File: src/rtl/sc_bcd_converter_pkg.sv
// Shared definitions for the binary-to-BCD converter: FSM encoding, digit
// constants, the add-3 correction helper and seven-segment lookup codes.
package sc_bcd_converter_pkg;

    typedef enum logic [1:0] {
        ST_IDLE    = 2'd0,
        ST_CONVERT = 2'd1,
        ST_DONE    = 2'd2
    } state_t;

    localparam int         BCD_DIGIT_W    = 4;
    localparam logic [3:0] ADD3_THRESHOLD = 4'd5;

    // Active-low gfedcba patterns for the decimal digits.
    localparam logic [6:0] SEG_0     = 7'b1000000;
    localparam logic [6:0] SEG_1     = 7'b1111001;
    localparam logic [6:0] SEG_2     = 7'b0100100;
    localparam logic [6:0] SEG_3     = 7'b0110000;
    localparam logic [6:0] SEG_4     = 7'b0011001;
    localparam logic [6:0] SEG_5     = 7'b0010010;
    localparam logic [6:0] SEG_6     = 7'b0000010;
    localparam logic [6:0] SEG_7     = 7'b1111000;
    localparam logic [6:0] SEG_8     = 7'b0000000;
    localparam logic [6:0] SEG_9     = 7'b0010000;
    localparam logic [6:0] SEG_BLANK = 7'b1111111;

    // A working digit never exceeds 9 before correction, so +3 cannot carry out.
    function automatic logic [3:0] add3_correct(input logic [3:0] digit);
        return (digit >= ADD3_THRESHOLD) ? digit + 4'd3 : digit;
    endfunction

endpackage

File: src/rtl/sc_bcd_sevenseg_decoder.sv
// One BCD digit to active-low gfedcba segments; non-decimal codes blank the digit.
module sc_bcd_sevenseg_decoder
    import sc_bcd_converter_pkg::*;
(
    input  logic [3:0] bcd_digit,
    output logic [6:0] segments
);

    always_comb begin
        segments = SEG_BLANK;
        case (bcd_digit)
            4'd0:    segments = SEG_0;
            4'd1:    segments = SEG_1;
            4'd2:    segments = SEG_2;
            4'd3:    segments = SEG_3;
            4'd4:    segments = SEG_4;
            4'd5:    segments = SEG_5;
            4'd6:    segments = SEG_6;
            4'd7:    segments = SEG_7;
            4'd8:    segments = SEG_8;
            4'd9:    segments = SEG_9;
            default: segments = SEG_BLANK;
        endcase
    end

endmodule

File: src/rtl/sc_bcd_converter.sv
// Sequential double-dabble converter: re-converts the bus whenever it differs
// from the last converted value. Optional SC_BCD_SEVENSEG_EN adds segment outputs.
module sc_bcd_converter
    import sc_bcd_converter_pkg::*;
#(
    parameter int DATAWIDTH_BUS = 8,
    parameter int BCD_DIGITS    = 3
) (
    input  logic                            sc_bcd_converter_CLOCK_50,
    input  logic                            sc_bcd_converter_RESET_InHigh,
    input  logic [DATAWIDTH_BUS-1:0]        sc_bcd_converter_data_InBUS,
    output logic [BCD_DIGIT_W*BCD_DIGITS-1:0] sc_bcd_converter_bcd_OutBUS,
    output logic                            sc_bcd_converter_busy_Out,
`ifdef SC_BCD_SEVENSEG_EN
    output logic                            sc_bcd_converter_valid_OutPulse,
    output logic [7*BCD_DIGITS-1:0]         sc_bcd_converter_segments_OutBUS
`else
    output logic                            sc_bcd_converter_valid_OutPulse
`endif
);

    localparam int BCD_W = BCD_DIGIT_W * BCD_DIGITS;
    localparam int CNT_W = (DATAWIDTH_BUS > 1) ? $clog2(DATAWIDTH_BUS) : 1;
    localparam logic [CNT_W-1:0] CNT_LAST = CNT_W'(DATAWIDTH_BUS - 1);

    state_t                   state_q, state_d;
    logic [DATAWIDTH_BUS-1:0] last_q, last_d;
    logic [BCD_W-1:0]         bcd_work_q, bcd_work_d;
    logic [DATAWIDTH_BUS-1:0] bin_work_q, bin_work_d;
    logic [CNT_W-1:0]         cnt_q, cnt_d;
    logic                     busy_q, busy_d;
    logic                     valid_q, valid_d;
    logic [BCD_W-1:0]         bcd_out_q, bcd_out_d;
    logic [BCD_W-1:0]         bcd_corrected;

    always_comb begin
        bcd_corrected = '0;
        for (int i = 0; i < BCD_DIGITS; i++) begin
            bcd_corrected[i*BCD_DIGIT_W +: BCD_DIGIT_W] =
                add3_correct(bcd_work_q[i*BCD_DIGIT_W +: BCD_DIGIT_W]);
        end
    end

    always_comb begin
        state_d    = state_q;
        last_d     = last_q;
        bcd_work_d = bcd_work_q;
        bin_work_d = bin_work_q;
        cnt_d      = cnt_q;
        busy_d     = busy_q;
        valid_d    = 1'b0;
        bcd_out_d  = bcd_out_q;

        case (state_q)
            ST_IDLE: begin
                if (sc_bcd_converter_data_InBUS != last_q) begin
                    last_d     = sc_bcd_converter_data_InBUS;
                    bcd_work_d = '0;
                    bin_work_d = sc_bcd_converter_data_InBUS;
                    cnt_d      = '0;
                    busy_d     = 1'b1;
                    state_d    = ST_CONVERT;
                end
            end
            ST_CONVERT: begin
                {bcd_work_d, bin_work_d} = {bcd_corrected, bin_work_q} << 1;
                cnt_d = cnt_q + 1'b1;
                if (cnt_q == CNT_LAST) begin
                    state_d = ST_DONE;
                end
            end
            ST_DONE: begin
                bcd_out_d = bcd_work_q;
                valid_d   = 1'b1;
                busy_d    = 1'b0;
                state_d   = ST_IDLE;
            end
            default: begin
                busy_d  = 1'b0;
                state_d = ST_IDLE;
            end
        endcase
    end

    always_ff @(posedge sc_bcd_converter_CLOCK_50 or posedge sc_bcd_converter_RESET_InHigh) begin
        if (sc_bcd_converter_RESET_InHigh) begin
            state_q    <= ST_IDLE;
            last_q     <= '0;
            bcd_work_q <= '0;
            bin_work_q <= '0;
            cnt_q      <= '0;
            busy_q     <= 1'b0;
            valid_q    <= 1'b0;
            bcd_out_q  <= '0;
        end else begin
            state_q    <= state_d;
            last_q     <= last_d;
            bcd_work_q <= bcd_work_d;
            bin_work_q <= bin_work_d;
            cnt_q      <= cnt_d;
            busy_q     <= busy_d;
            valid_q    <= valid_d;
            bcd_out_q  <= bcd_out_d;
        end
    end

    assign sc_bcd_converter_bcd_OutBUS     = bcd_out_q;
    assign sc_bcd_converter_busy_Out       = busy_q;
    assign sc_bcd_converter_valid_OutPulse = valid_q;

`ifdef SC_BCD_SEVENSEG_EN
    // Decoding the registered result keeps the segments free of conversion glitches.
    for (genvar g = 0; g < BCD_DIGITS; g++) begin : g_seg
        sc_bcd_sevenseg_decoder u_dec (
            .bcd_digit (bcd_out_q[g*BCD_DIGIT_W +: BCD_DIGIT_W]),
            .segments  (sc_bcd_converter_segments_OutBUS[g*7 +: 7])
        );
    end
`endif

endmodule

File: config.mk
export PLATFORM = sky130hd
export DESIGN_NAME = sc_bcd_converter
export DESIGN_NICKNAME = d
export VERILOG_FILES = /design/src/rtl/sc_bcd_converter_pkg.sv /design/src/rtl/sc_bcd_sevenseg_decoder.sv /design/src/rtl/sc_bcd_converter.sv
export SDC_FILE = /design/constraint.sdc
export NUM_CORES = 1
export LEC_CHECK = 0
export ABC_AREA = 1
export BUFFER_PORTS_ARGS = -buffer_cell sky130_fd_sc_hd__clkbuf_2
export CAP_MARGIN = 10
export CORE_MARGIN = 2
export CORE_UTILIZATION = 45
export CTS_BUF_LIST = sky130_fd_sc_hd__clkbuf_8
export CTS_CLUSTER_SIZE = 10
export DETAILED_ROUTE_END_ITERATION = 7
export PLACE_DENSITY_LB_ADDON = 0.2
export SLEW_MARGIN = 20
export SYNTH_ARGS = -nofsm -noshare
export SYNTH_HDL_FRONTEND = slang
export SYNTH_SLANG_ARGS = --single-unit
export TNS_END_PERCENT = 30
File: constraint.sdc
create_clock -name sc_bcd_converter_CLOCK_50 -period 1.85 [get_ports sc_bcd_converter_CLOCK_50]
set_clock_uncertainty 0.05 [all_clocks]
set_input_delay 0.0925 -clock sc_bcd_converter_CLOCK_50 [delete_from_list [all_inputs] [get_ports sc_bcd_converter_CLOCK_50]]
set_output_delay 0.0925 -clock sc_bcd_converter_CLOCK_50 [all_outputs]
set_load 0.03 [all_outputs]
# Word level (Yosys, flattened, before mapping)

Index checks and enable logic that the tools add are counted.

Bits in registers: 47
Bits of input ports: 10
Word-level logic and storage cells: 43

Add/subtract/negate cells: 4
$lt $le $gt $ge: 3
Equality and inequality tests: 6
Multiplexer cells: 15
Bitwise gates (word level): 1
Reductions and logical operators: 6

Operators by type and width:

| kind                  | count |
|---|---|
| $pmux W12 S2          | 1 |
| $pmux W8 S2           | 1 |
| $ge A4 B3 Y1 const B  | 3 |
| $mux W12              | 1 |
| $add A4 B2 Y4 const B | 2 |
| $mux W4               | 2 |
| $mux W8               | 1 |
| $ne A8 B8 Y1          | 1 |
| $reduce_and A2 Y1     | 4 |
| $mux W3               | 2 |
| $pmux W3 S2           | 1 |
| $mux W2               | 2 |
| $ne A2 B2 Y1 const B  | 2 |
| $pmux W2 S2           | 1 |
| $add A3 B1 Y3 const B | 1 |
| $add A3 B2 Y3 const B | 1 |
| $eq A3 B3 Y1 const B  | 1 |
| $eq A2 B1 Y1 const B  | 1 |
| $eq A2 B2 Y1 const B  | 1 |
| $logic_not A2 Y1      | 1 |
| $mux W1               | 2 |
| $pmux W1 S2           | 1 |
| $reduce_bool A2 Y1    | 1 |
| $not A1 Y1            | 1 |

# Logic depth before layout (Yosys ltp)

Gate-level depths: netlist (run 1).

Depth in word-level cells: 3
Gate-level depth with buffers: 10

# Worst setup path after synthesis (run 1)

Ideal clock, no wire load.

Path kind: reg-to-reg
From: reg bcd_work_q[0]
To: reg bcd_work_q[2]
Setup time: 0.120 ns
Arrival: 1.214 ns
Required time: 1.680 ns
Path slack: 0.466 ns
Cell stages (with the launch flop): 9
Path buffers: 0
Cells stage by stage: dfrtp_1 > inv_1 > ha_1 > inv_1 > nor2_1 > o21ai_0 > a21oi_1 > o21ai_0 > nand2_1

Longest elaborated chain between the ends: 3
Elaborated cells between the ends (all ways): 4
Classes of those cells: 1 x add/sub; 1 x order compare; 2 x mux

Ends and longest elaborated chain:

| what                                          | RTL line                   | source |
|---|---|---|
| start: declaration                            | sc_bcd_converter.sv:28     | `logic [BCD_W-1:0] bcd_work_q, bcd_work_d;` |
| start signal: assignment                      | sc_bcd_converter.sv:98     | `bcd_work_q <= bcd_work_d;` |
| $add A4 B2 Y4 or $ge A4 B3 Y1 (tied branches) | sc_bcd_converter_pkg.sv:29 | `return (digit >= ADD3_THRESHOLD) ? digit + 4'd3 : digit;` |
| $mux W4 *                                     | sc_bcd_converter_pkg.sv:29 |  |
| $pmux W12 S2 *                                | sc_bcd_converter.sv:54     | `case (state_q)` |

Mark *: on every way between the ends. The rest lies on a longest branch, timed or not.
A chain may end at the register's enable or synchronous reset.

# Worst setup path after layout (run 1)

From: reg bcd_work_q[4]
To: reg bcd_work_q[6]

The elaborated chain is that of the path after synthesis.

==> out/qor.yml, run 1 <==
outcome: "finished clean"
total_power_mw: 4.46
dieArea_mm2: 0.00560
required_ns: 1.98
cp.arrival_ns: 1.70
synthesis.nets: 287
ctsRootBufferMaster: "clkbuf_8"
cts_sinks: 47
place_congestion: 0.788
critPathKind: "reg2reg"
fin_crit_sh: 0.850
hold_class: "in2reg"
cts_resized: 0
power_frac_seq: 0.404
area_delta_synth_final_pct: 12.3
avgRoutedWirePerCell_um: 11.0
power_density_mw_per_mm2: 1760
drt-initial-drc-count: 113
p_int_mw: 2.52
wl_mm: 3.99
max_slew.worst_pin.slew_ns: 0.493
portBuffers: 23
layout_commonest_cell: "nand2_1"
synth_sequential_area_ratio: 0.521
initial_core_util: 0.472
critPathMaxFanout: 5
hold_violations: 0
rr_startpoint: "bcd_work_q[4]"
vdd_ir_drop_max_mv: 0.657
fin_nets: 316
synth_area_per_cell_um2: 8.39
crit_start: "bcd_work_q[4]"
fp.dieW_um: 74.8
cts_tree: "built"
grt_pass1_wl_mm: 7.03
antenna_found_initial: 0
regArea_mm2: 0.00118
diodes: 0
fillers: 469
rsz0062_at_grt: "false"
end_kind: "flip-flop"
final_layout_size_suffix_gt1_frac: 0.148
layout_common_cells: "78 x nand2_1, 47 x dfrtp_1, 39 x o21ai_0"
multi_input_area_um2: 897
path_clk_slew_ns: 0.08
postSynthCellCount: 269
setup-tns-final_ns: 0
htreeDepth: 2
yosys.area.top_type_share: 0.521
ant_nets: 0
pwr-share-comb: 0.472
dp_slack_ns: 0.292
finalSetupViolations: 0
netlist_top_cells_area: "dfrtp_1 52%, nand2_1 13%, o21ai_0 8.6%"
clock.fmax_mhz: 636
grt_max_degree: 25
leakagePower_nw: 1.33
yosysWarningCount: 0
std_cell_rows: 25
fin_ws_ns: 0.277
grt_overflow_total: 0
cts_buffer_depth: 2
hold_start: "sc_bcd_converter_data_InBUS[1]"
worstSetupStartpointType: "flip-flop"
switching_share: 0.436
cts_buffers: 5
ios: 24
clkPwrFrac: 0.124
post_cts_buffers: 0
firstDrtPassIters: 4
yosysUniqueCellTypes: 20
drt-vias-per-instance: 4.68
yosys.area.top_type: "dfrtp_1"
dpl.hpwl_mm: 2.89
num_vias: 1702
core_area_mm2: 0.00479
fin_crit_ns: 1.57
netlist_area_mm2: 0.00226
hold_buffers: 1
timing.max_cap.violations: 0
relSlewSlack: 0.671
drc: 0
switchingPower_mw: 1.94
grt_pass1_vias: 1545
track_usage: 0.165
ys_ff_latch: 47
insertion_delay_ns: 0.29
final_max_slew_viol_count: 0
die_h_um: 74.8
## cell families (layout without fill, tap and decap cells)
kind of cell,Yosys count,in the layout,share of synthesized area
XOR/XNOR,5,5,0.0194
adder cells (fa/ha/maj),8,8,0.0443
AO/OA/AOI/OAI,53,53,0.122
AND/OR/NAND/NOR,115,115,0.212
buffers and inverters,41,69,0.0815
flip-flops,47,47,0.521
## final cells by class
cell class | count | area share
Sequential cell | 47 | 0.464
Multi-Input combinational cell | 181 | 0.354
Timing Repair Buffer | 33 | 0.0760
Inverter | 30 | 0.0444
Tap cell | 67 | 0.0331
Clock buffer | 5 | 0.0271
Clock inverter | 1 | 0.00148
## Yosys cell counts
| cell | count |
|---|---|
| buf_1 | 1 |
| o21ai_1 | 1 |
| nand2_4 | 1 |
| a21oi_1 | 9 |
| inv_1 | 28 |
| buf_2 | 3 |
| or2_2 | 1 |
| clkbuf_1 | 3 |
| buf_4 | 1 |
| nand3_1 | 25 |
| o21ai_0 | 39 |
| ha_1 | 8 |
| nor2_1 | 8 |
| o211ai_1 | 4 |
| nand2_1 | 78 |
| dfrtp_1 | 47 |
| buf_6 | 3 |
| nand2_2 | 2 |
| inv_2 | 2 |
| xnor2_1 | 5 |
## worst max-delay path: stages (launching register included)
cell and delay, ns:
dfrtp_1 0.41, inv_1 0.08, ha_1 0.20, inv_1 0.08
nor2_1 0.06, o21ai_0 0.31, a21oi_1 0.10, o21ai_0 0.11
nand2_1 0.07
## power by group through the flow
stage	clock [mW]	sequential [mW]	combinational (mW)
4_1_cts	0.582	1.81	2.13
5_1_grt	0.628	1.88	2.46
3_5_place_dp	0	1.82	2.12
3_3_place_gp	0	1.82	2.09
2_1_floorplan	0	2.00	1.45
6_report	0.554	1.80	2.10
## flip-flops by register name (all words and copies together) (netlist names)
| signal | flops |
|---|---|
| bcd_work_q | 12 |
| state_q | 2 |
| last_q | 8 |
| sc_bcd_converter_busy_Out | 1 |
| sc_bcd_converter_valid_OutPulse | 1 |
| cnt_q | 3 |
| sc_bcd_converter_bcd_OutBUS | 12 |
| bin_work_q | 8 |
## per-layer routing
layer,routed length [µm],global-route usage
met1,2070,0.232
met2,1780,0.254
met3,89,0.0281
met4,55,0.0655
met5,0,0
## through the flow
step	hold slack (ns)	std cells	utilization	cell area, µm²
floorplan	0.187	269	-	2260
global placement	0.0881	357	0.512	2450
detailed placement	0.0891	357	0.512	2450
CTS	0.0268	364	0.530	2530
global route	0.0391	364	0.530	2530
finish	0.0329	364	0.530	2530
## final timing paths
check	to	slack (ns)	cells after the start
setup reg to reg	bcd_work_q[6]	0.28	8
setup / recovery	bcd_work_q[6]	0.28	8
min in group asynchronous	last_q[1]	0.31	3
max in group asynchronous	sc_bcd_converter_bcd_OutBUS[2]	0.89	4
hold reg to reg	sc_bcd_converter_bcd_OutBUS[7]	0.44	2
hold / removal	last_q[1]	0.03	3
Power figures use the tool's default switching activity.
==> inputs of run 2 (changes only) <==
--- a/config.mk
+++ b/config.mk
@@ -8,6 +8,9 @@
 export ABC_AREA = 1
 export BUFFER_PORTS_ARGS = -buffer_cell sky130_fd_sc_hd__clkbuf_2
 export CAP_MARGIN = 10
+export CELL_PAD_IN_SITES_DETAIL_PLACEMENT = 1
+export CELL_PAD_IN_SITES_GLOBAL_PLACEMENT = 1
+export CORE_ASPECT_RATIO = 1.2
 export CORE_MARGIN = 2
 export CORE_UTILIZATION = 45
 export CTS_BUF_LIST = sky130_fd_sc_hd__clkbuf_8
==> run 2 against run 1 <==
Global-route usage rose by 3.1 points. Routed wire length rose by 20%. Sequential cell count did not move. Sequential share of layout area fell by 0.83 points. Worst hold slack got worse by 0.0035 ns. Fmax fell by 3.3%. Final area rose by 1.8%. Combinational power rose by 5%. Critical path depth did not move. First-iteration DRC count fell by 42%. Largest power group unchanged. Highest routed layer unchanged.
==> out/qor.yml, run 2 (same netlist as run 1, synthesis figures left out) <==
die_h_um: 81.6  # was 74.8 µm
end_kind: "flip-flop"  # unchanged
setup-tns-final_ns: 0  # unchanged
cts_buffers: 5  # unchanged
drc: 0  # unchanged
cts_buffer_depth: 2  # unchanged
grt_max_degree: 29  # was 25
worstSetupStartpointType: "flip-flop"  # unchanged
max_slew.worst_pin.slew_ns: 0.442  # was 0.493 ns
initial_core_util: 0.464  # was 0.472
core_area_mm2: 0.00487  # was 0.00479 mm²
antenna_found_initial: 0  # unchanged
portBuffers: 23  # unchanged
wl_mm: 4.78  # was 3.99 mm
fin_nets: 314  # was 316
cts_sinks: 47  # unchanged
ant_nets: 0  # unchanged
layout_common_cells: "78 x nand2_1, 47 x dfrtp_1, 38 x o21ai_0"  # was 78 x nand2_1, 47 x dfrtp_1, 39 x o21ai_0
track_usage: 0.195  # was 0.165
dp_cells: 348  # was 357
dp_slack_ns: 0.162  # was 0.292 ns
finalSetupViolations: 0  # unchanged
fin_crit_sh: 0.880  # was 0.850
reg2reg_depth: 8  # unchanged
htreeDepth: 2  # unchanged
required_ns: 1.99  # was 1.98 ns
timing.max_cap.violations: 0  # unchanged
wl_met3_um: 125  # was 89 µm
ctsRootBufferMaster: "clkbuf_8"  # unchanged
cts_tree: "built"  # unchanged
power_density_mw_per_mm2: 1860  # was 1760 mW/mm²
clock.fmax_mhz: 615  # was 636 MHz
firstDrtPassIters: 4  # unchanged
dieArea_mm2: 0.00560  # about the same
area_delta_synth_final_pct: 14.4  # was 12.3%
grt_pass1_vias: 1807  # was 1545
grt_pass1_wl_mm: 8.18  # was 7.03 mm
place_congestion: 0.747  # was 0.788
leakagePower_nw: 1.35  # was 1.33 nW
critPathKind: "reg2reg"  # unchanged
wl_met2_mm: 2.52  # was 1.78 mm
final_max_slew_viol_count: 0  # unchanged
hold_violations: 0  # unchanged
instances_no_fill: 357  # was 364
fp.dieW_um: 68.7  # was 74.8 µm
m1WireLength_mm: 2.06  # was 2.07 mm
dpl.hpwl_mm: 3.54  # was 2.89 mm
outcome: "finished clean"  # unchanged
path_clk_slew_ns: 0.09  # was 0.08 ns
relSlewSlack: 0.705  # was 0.671
ios: 24  # unchanged
grt_overflow_total: 0  # unchanged
std_cell_rows: 28  # was 25
drt-vias-per-instance: 5.17  # was 4.68
topRoutingLayerUsed: "met4"  # unchanged
num_vias: 1845  # was 1702
critPathMaxFanout: 5  # unchanged
insertion_delay_ns: 0.30  # was 0.29 ns
avgRoutedWirePerCell_um: 13.4  # was 11.0 µm
layout_commonest_cell: "nand2_1"  # unchanged
final_layout_size_suffix_gt1_frac: 0.152  # was 0.148
drt-initial-drc-count: 65  # was 113
hold_class: "in2reg"  # unchanged
hold_depth: 3  # unchanged
total_power_mw: 4.80  # was 4.46 mW
rsz0062_at_grt: "false"  # unchanged
fin_ws_ns: 0.223  # was 0.277 ns
diodes: 0  # unchanged
fin_crit_ns: 1.63  # was 1.57 ns
cp.arrival_ns: 1.77  # was 1.70 ns
vdd_ir_drop_max_mv: 0.633  # was 0.657 mV
## run 2: cell count changes in the layout (fill, tap and decap cells not counted), sizes merged
| cell | change |
|---|---|
| clkinv | +1 |
| inv | -1 |
| bufinv | +1 |
| clkbuf | +1 |
| buf | -2 |
## run 2: final timing paths
path	from	to	slack, ns
worst min-delay path	sc_bcd_converter_data_InBUS[1]	last_q[1]	0.03
worst max register to register	bcd_work_q[4]	bcd_work_q[5]	0.22
worst max-delay path	bcd_work_q[4]	bcd_work_q[5]	0.22
worst min register to register	bin_work_q[7]	bcd_work_q[0]	0.43
min in group asynchronous	sc_bcd_converter_RESET_InHigh	sc_bcd_converter_valid_OutPulse	0.27
max in group asynchronous	sc_bcd_converter_RESET_InHigh	last_q[4]	0.97
## run 2: power by group
group | total, mW | internal [mW] | switching (mW)
combinational | 2.20 | 0.788 | 1.41
sequential | 1.81 | 1.50 | 0.311
clock | 0.792 | 0.438 | 0.355
total | 4.80 | 2.73 | 2.08
## run 2: layout make-up
class	instances	area [µm²]
Tap cell	60	75.1
Inverter	30	113
Timing Repair Buffer	31	203
Fill cell	623	2290
Sequential cell	47	1180
Clock inverter	2	35.0
Multi-Input combinational cell	181	897
Clock buffer	6	82.6
## run 2: layer usage
layer,up-vias,global-route usage
met4,0,0.0680
met2,25,0.354
li1,910,-
met5,-,0
met3,6,0.0384
met1,904,0.224
## run 2: worst max-delay path: stages (launching register included)
cell	delay (ns)
dfrtp_1	0.41
inv_1	0.09
ha_1	0.20
inv_1	0.09
nor2_1	0.06
o21ai_0	0.35
a21oi_1	0.11
o21ai_0	0.10
nand2_1	0.07
## run 2: timing repair
action,CTS,global route
hold endpoints to repair,19,0
setup endpoints to repair,0,1
gates resized for setup,0,1
hold buffers,1,0
setup buffers,0,0
## run 2: through the flow
step / hold slack (ns) / utilization / area [µm²]
after global routing: 0.0510 / 0.530 / 2580
after detailed placement: 0.0640 / 0.504 / 2450
after floorplan: 0.187 / - / 2260
after CTS: 0.0226 / 0.530 / 2580
after global placement: 0.0539 / 0.504 / 2450
final: 0.0294 / 0.530 / 2580
==> inputs of run 3 (changes only) <==
--- a/config.mk
+++ b/config.mk
@@ -5,7 +5,6 @@
 export SDC_FILE = /design/constraint.sdc
 export NUM_CORES = 1
 export LEC_CHECK = 0
-export ABC_AREA = 1
 export BUFFER_PORTS_ARGS = -buffer_cell sky130_fd_sc_hd__clkbuf_2
 export CAP_MARGIN = 10
 export CELL_PAD_IN_SITES_DETAIL_PLACEMENT = 1
==> run 3 against run 2 <==
Final cell count shrank 22%. Worst hold slack got worse by 0.0014 ns. Clock power shrank 16%. Highest routed layer unchanged. Global-route usage up 0.11 points. Area after synthesis down 3.3%. Total power down 5.8%. Register-to-register slack worse by 0.11 ns. Die area down 3.1%. Combinational power fell by 7%. Worst setup slack lost 0.11 ns. Clock-buffer cell count grew 1.
==> out/qor.yml, run 3 <==
outcome: "finished clean"  # unchanged
core_area_mm2: 0.00463  # was 0.00487 mm²
track_usage: 0.197  # was 0.195
ctsRootBufferMaster: "clkbuf_8"  # unchanged
grt_max_degree: 29  # unchanged
yosysUniqueCellTypes: 29  # was 20
vdd_ir_drop_max_mv: 0.709  # was 0.633 mV
dieArea_mm2: 0.00543  # was 0.00560 mm²
grt_overflow_total: 0  # unchanged
place_area_mm2: 0.00238  # was 0.00245 mm²
insertion_delay_ns: 0.29  # was 0.30 ns
multi_input_area_um2: 931  # was 897 µm²
worstSetupStartpointType: "flip-flop"  # unchanged
clock.fmax_mhz: 574  # was 615 MHz
diodes: 0  # unchanged
avgRoutedWirePerCell_um: 16.6  # was 13.4 µm
fin_ws_ns: 0.109  # was 0.223 ns
std_cell_rows: 27  # was 28
rsz0062_at_grt: "false"  # unchanged
ios: 24  # unchanged
synth_sequential_area_ratio: 0.539  # was 0.521
required_ns: 2.00  # was 1.99 ns
crit_chain: "xnor2_1, nand4_1, o21a_2, buf_4, o31ai_1"  # was inv_1, ha_1, inv_1, nor2_1, o21ai_0, a21oi_1, o21ai_0, nand2_1
fin_nets: 236  # was 314
dp_slack_ns: 0.00124  # was 0.162 ns
synth_edf_count: 0  # unchanged
place_congestion: 0.758  # was 0.747
whs_ns: 0.0280  # was 0.0294 ns
num_vias: 1518  # was 1845
drc: 0  # unchanged
initial_core_util: 0.472  # was 0.464
ant_nets: 0  # unchanged
finalSetupViolations: 0  # unchanged
relSlewSlack: 0.595  # was 0.705
die_h_um: 80.3  # was 81.6 µm
fin_area_mm2: 0.00250  # was 0.00258 mm²
critPathKind: "reg2reg"  # unchanged
synthTopCellsByCount: "47 x dfrtp_1, 22 x nand2_1, 18 x mux2_2"  # was 78 x nand2_1, 47 x dfrtp_1, 39 x o21ai_0
final_layout_size_suffix_gt1_frac: 0.288  # was 0.152
antenna_found_initial: 0  # unchanged
async_reset_ff_frac: 1.00  # unchanged
wl_mm: 4.59  # was 4.78 mm
area_delta_synth_final_pct: 14.7  # was 14.4%
cp.arrival_ns: 1.89  # was 1.77 ns
hold_class: "in2reg"  # unchanged
hold_violations: 0  # unchanged
layout_commonest_cell: "dfrtp_1"  # was nand2_1
fp.dieW_um: 67.6  # was 68.7 µm
setup-tns-final_ns: 0  # unchanged
synthFlopType: "dfrtp_1"  # unchanged
cts_tree: "built"  # unchanged
synth_area_per_cell_um2: 11.6  # was 8.39 µm²
regArea_mm2: 0.00118  # unchanged
htreeDepth: 2  # unchanged
layout_common_cells: "47 x dfrtp_1, 23 x clkbuf_2, 22 x nand2_1"  # was 78 x nand2_1, 47 x dfrtp_1, 38 x o21ai_0
power_density_mw_per_mm2: 1810  # was 1860 mW/mm²
postSynthCellCount: 189  # was 269
timing.max_cap.violations: 0  # unchanged
dpl.hpwl_mm: 3.31  # was 3.54 mm
grt_pass1_vias: 1701  # was 1807
cts_buffers: 5  # unchanged
yosysMostFrequentCell: "dfrtp_1"  # was nand2_1
netlist_top_cells_area: "dfrtp_1 54%, mux2_2 9.3%, ha_1 4.6%"  # was dfrtp_1 52%, nand2_1 13%, o21ai_0 8.6%
fin_crit_sh: 0.941  # was 0.880
synthesis.nets: 207  # was 287
drt-initial-drc-count: 26  # was 65
drt-vias-per-instance: 5.48  # was 5.17
final_max_slew_viol_count: 0  # unchanged
end_kind: "flip-flop"  # unchanged
grt_pass1_wl_mm: 7.98  # was 8.18 mm
ys_ff_latch: 47  # unchanged
cts_sinks: 47  # unchanged
firstDrtPassIters: 4  # unchanged
leakagePower_nw: 1.14  # was 1.35 nW
yosys.area.top_type_share: 0.539  # was 0.521
max_slew.worst_pin.slew_ns: 0.605  # was 0.442 ns
netlist_area_mm2: 0.00218  # was 0.00226 mm²
fillers: 507  # was 623
portBuffers: 23  # unchanged
cts_buffer_depth: 2  # unchanged
post_cts_buffers: 0  # unchanged
yosys.area.top_type: "dfrtp_1"  # unchanged
path_clk_slew_ns: 0.08  # was 0.09 ns
critPathMaxFanout: 14  # was 5
slowest_stage: "dfrtp_1"  # unchanged
yosysWarningCount: 0  # unchanged
max_stage_delay_ns: 0.41  # about the same
fin_crit_ns: 1.74  # was 1.63 ns
## run 3: changes by cell type in the layout (fill, tap and decap cells not counted), moves of 18 or more
cell	delta
nand2_1	-56
nand3_1	-25
o21ai_0	-24
inv_1	-18
mux2_2	+18
## run 3: area by class of cell
| type | count | area share |
|---|---|---|
| Sequential cell | 47 | 0.470 |
| Clock inverter | 1 | 0.00150 |
| Clock buffer | 7 | 0.0385 |
| Tap cell | 58 | 0.0290 |
| Timing Repair Buffer | 31 | 0.0760 |
| Inverter | 9 | 0.0135 |
| Multi-Input combinational cell | 124 | 0.372 |
## run 3: where the power goes
part | total [mW] | switching, mW | internal [mW]
clock network | 0.663 | 0.328 | 0.336
logic | 2.05 | 1.15 | 0.903
registers | 1.81 | 0.327 | 1.49
total | 4.53 | 1.80 | 2.73
## run 3: metrics by stage
step / utilization / cells / power [mW]
after floorplan: - / 189 / 3.34
after detailed placement: 0.515 / 268 / 3.87
after CTS: 0.539 / 277 / 4.56
after global placement: 0.515 / 268 / 3.71
final: 0.541 / 277 / 4.53
after global routing: 0.541 / 277 / 4.91
## run 3: final timing paths
| kind | startpoint | end | slack [ns] | cells after the start |
|---|---|---|---|---|
| worst max-delay path | last_q[1] | bcd_work_q[0] | 0.11 | 5 |
| max in group asynchronous | sc_bcd_converter_RESET_InHigh | sc_bcd_converter_bcd_OutBUS[10] | 0.95 | 4 |
| worst min register to register | sc_bcd_converter_bcd_OutBUS[1] | sc_bcd_converter_bcd_OutBUS[1] | 0.43 | 2 |
| worst min-delay path | sc_bcd_converter_data_InBUS[4] | bin_work_q[4] | 0.03 | 2 |
| min in group asynchronous | sc_bcd_converter_RESET_InHigh | sc_bcd_converter_bcd_OutBUS[2] | 0.29 | 3 |
| worst max register to register | last_q[1] | bcd_work_q[0] | 0.11 | 5 |
## run 3: per-layer routing
metal  global-route usage  wire length [µm]  vias up  part of all wire
met5                    0                 0        -                 0
met4               0.0551                33        0            0.0072
met2                0.359              2520       19              0.55
met1                0.224              1930      775              0.42
met3               0.0434               105        4             0.023
li1                     -                 -      720                 -
## run 3: timing repair
item	CTS	global route
resized for setup	1	3
pin swaps	0	0
hold endpoints to repair	19	0
hold buffers	1	0
setup endpoints to repair	1	12
## run 3: worst max-delay path, delay by kind of cell, from the launching register on
kind	cells	cell delay (ns)
buffers and inverters	1	0.21
and+or+nand+nor	1	0.21
DFF	1	0.41
AOI/OAI and AO/OA	2	0.60
xor gates and xnor gates	1	0.17
## run 3: logic make-up after synthesis
| group | after synthesis | share of synthesized area |
|---|---|---|
| compound gates | 43 | 0.131 |
| mux | 18 | 0.0928 |
| xor+xnor | 11 | 0.0441 |
| flops | 47 | 0.539 |
| buf+inv | 18 | 0.0401 |
| simple gates | 44 | 0.107 |
| fa+ha+maj | 8 | 0.0458 |
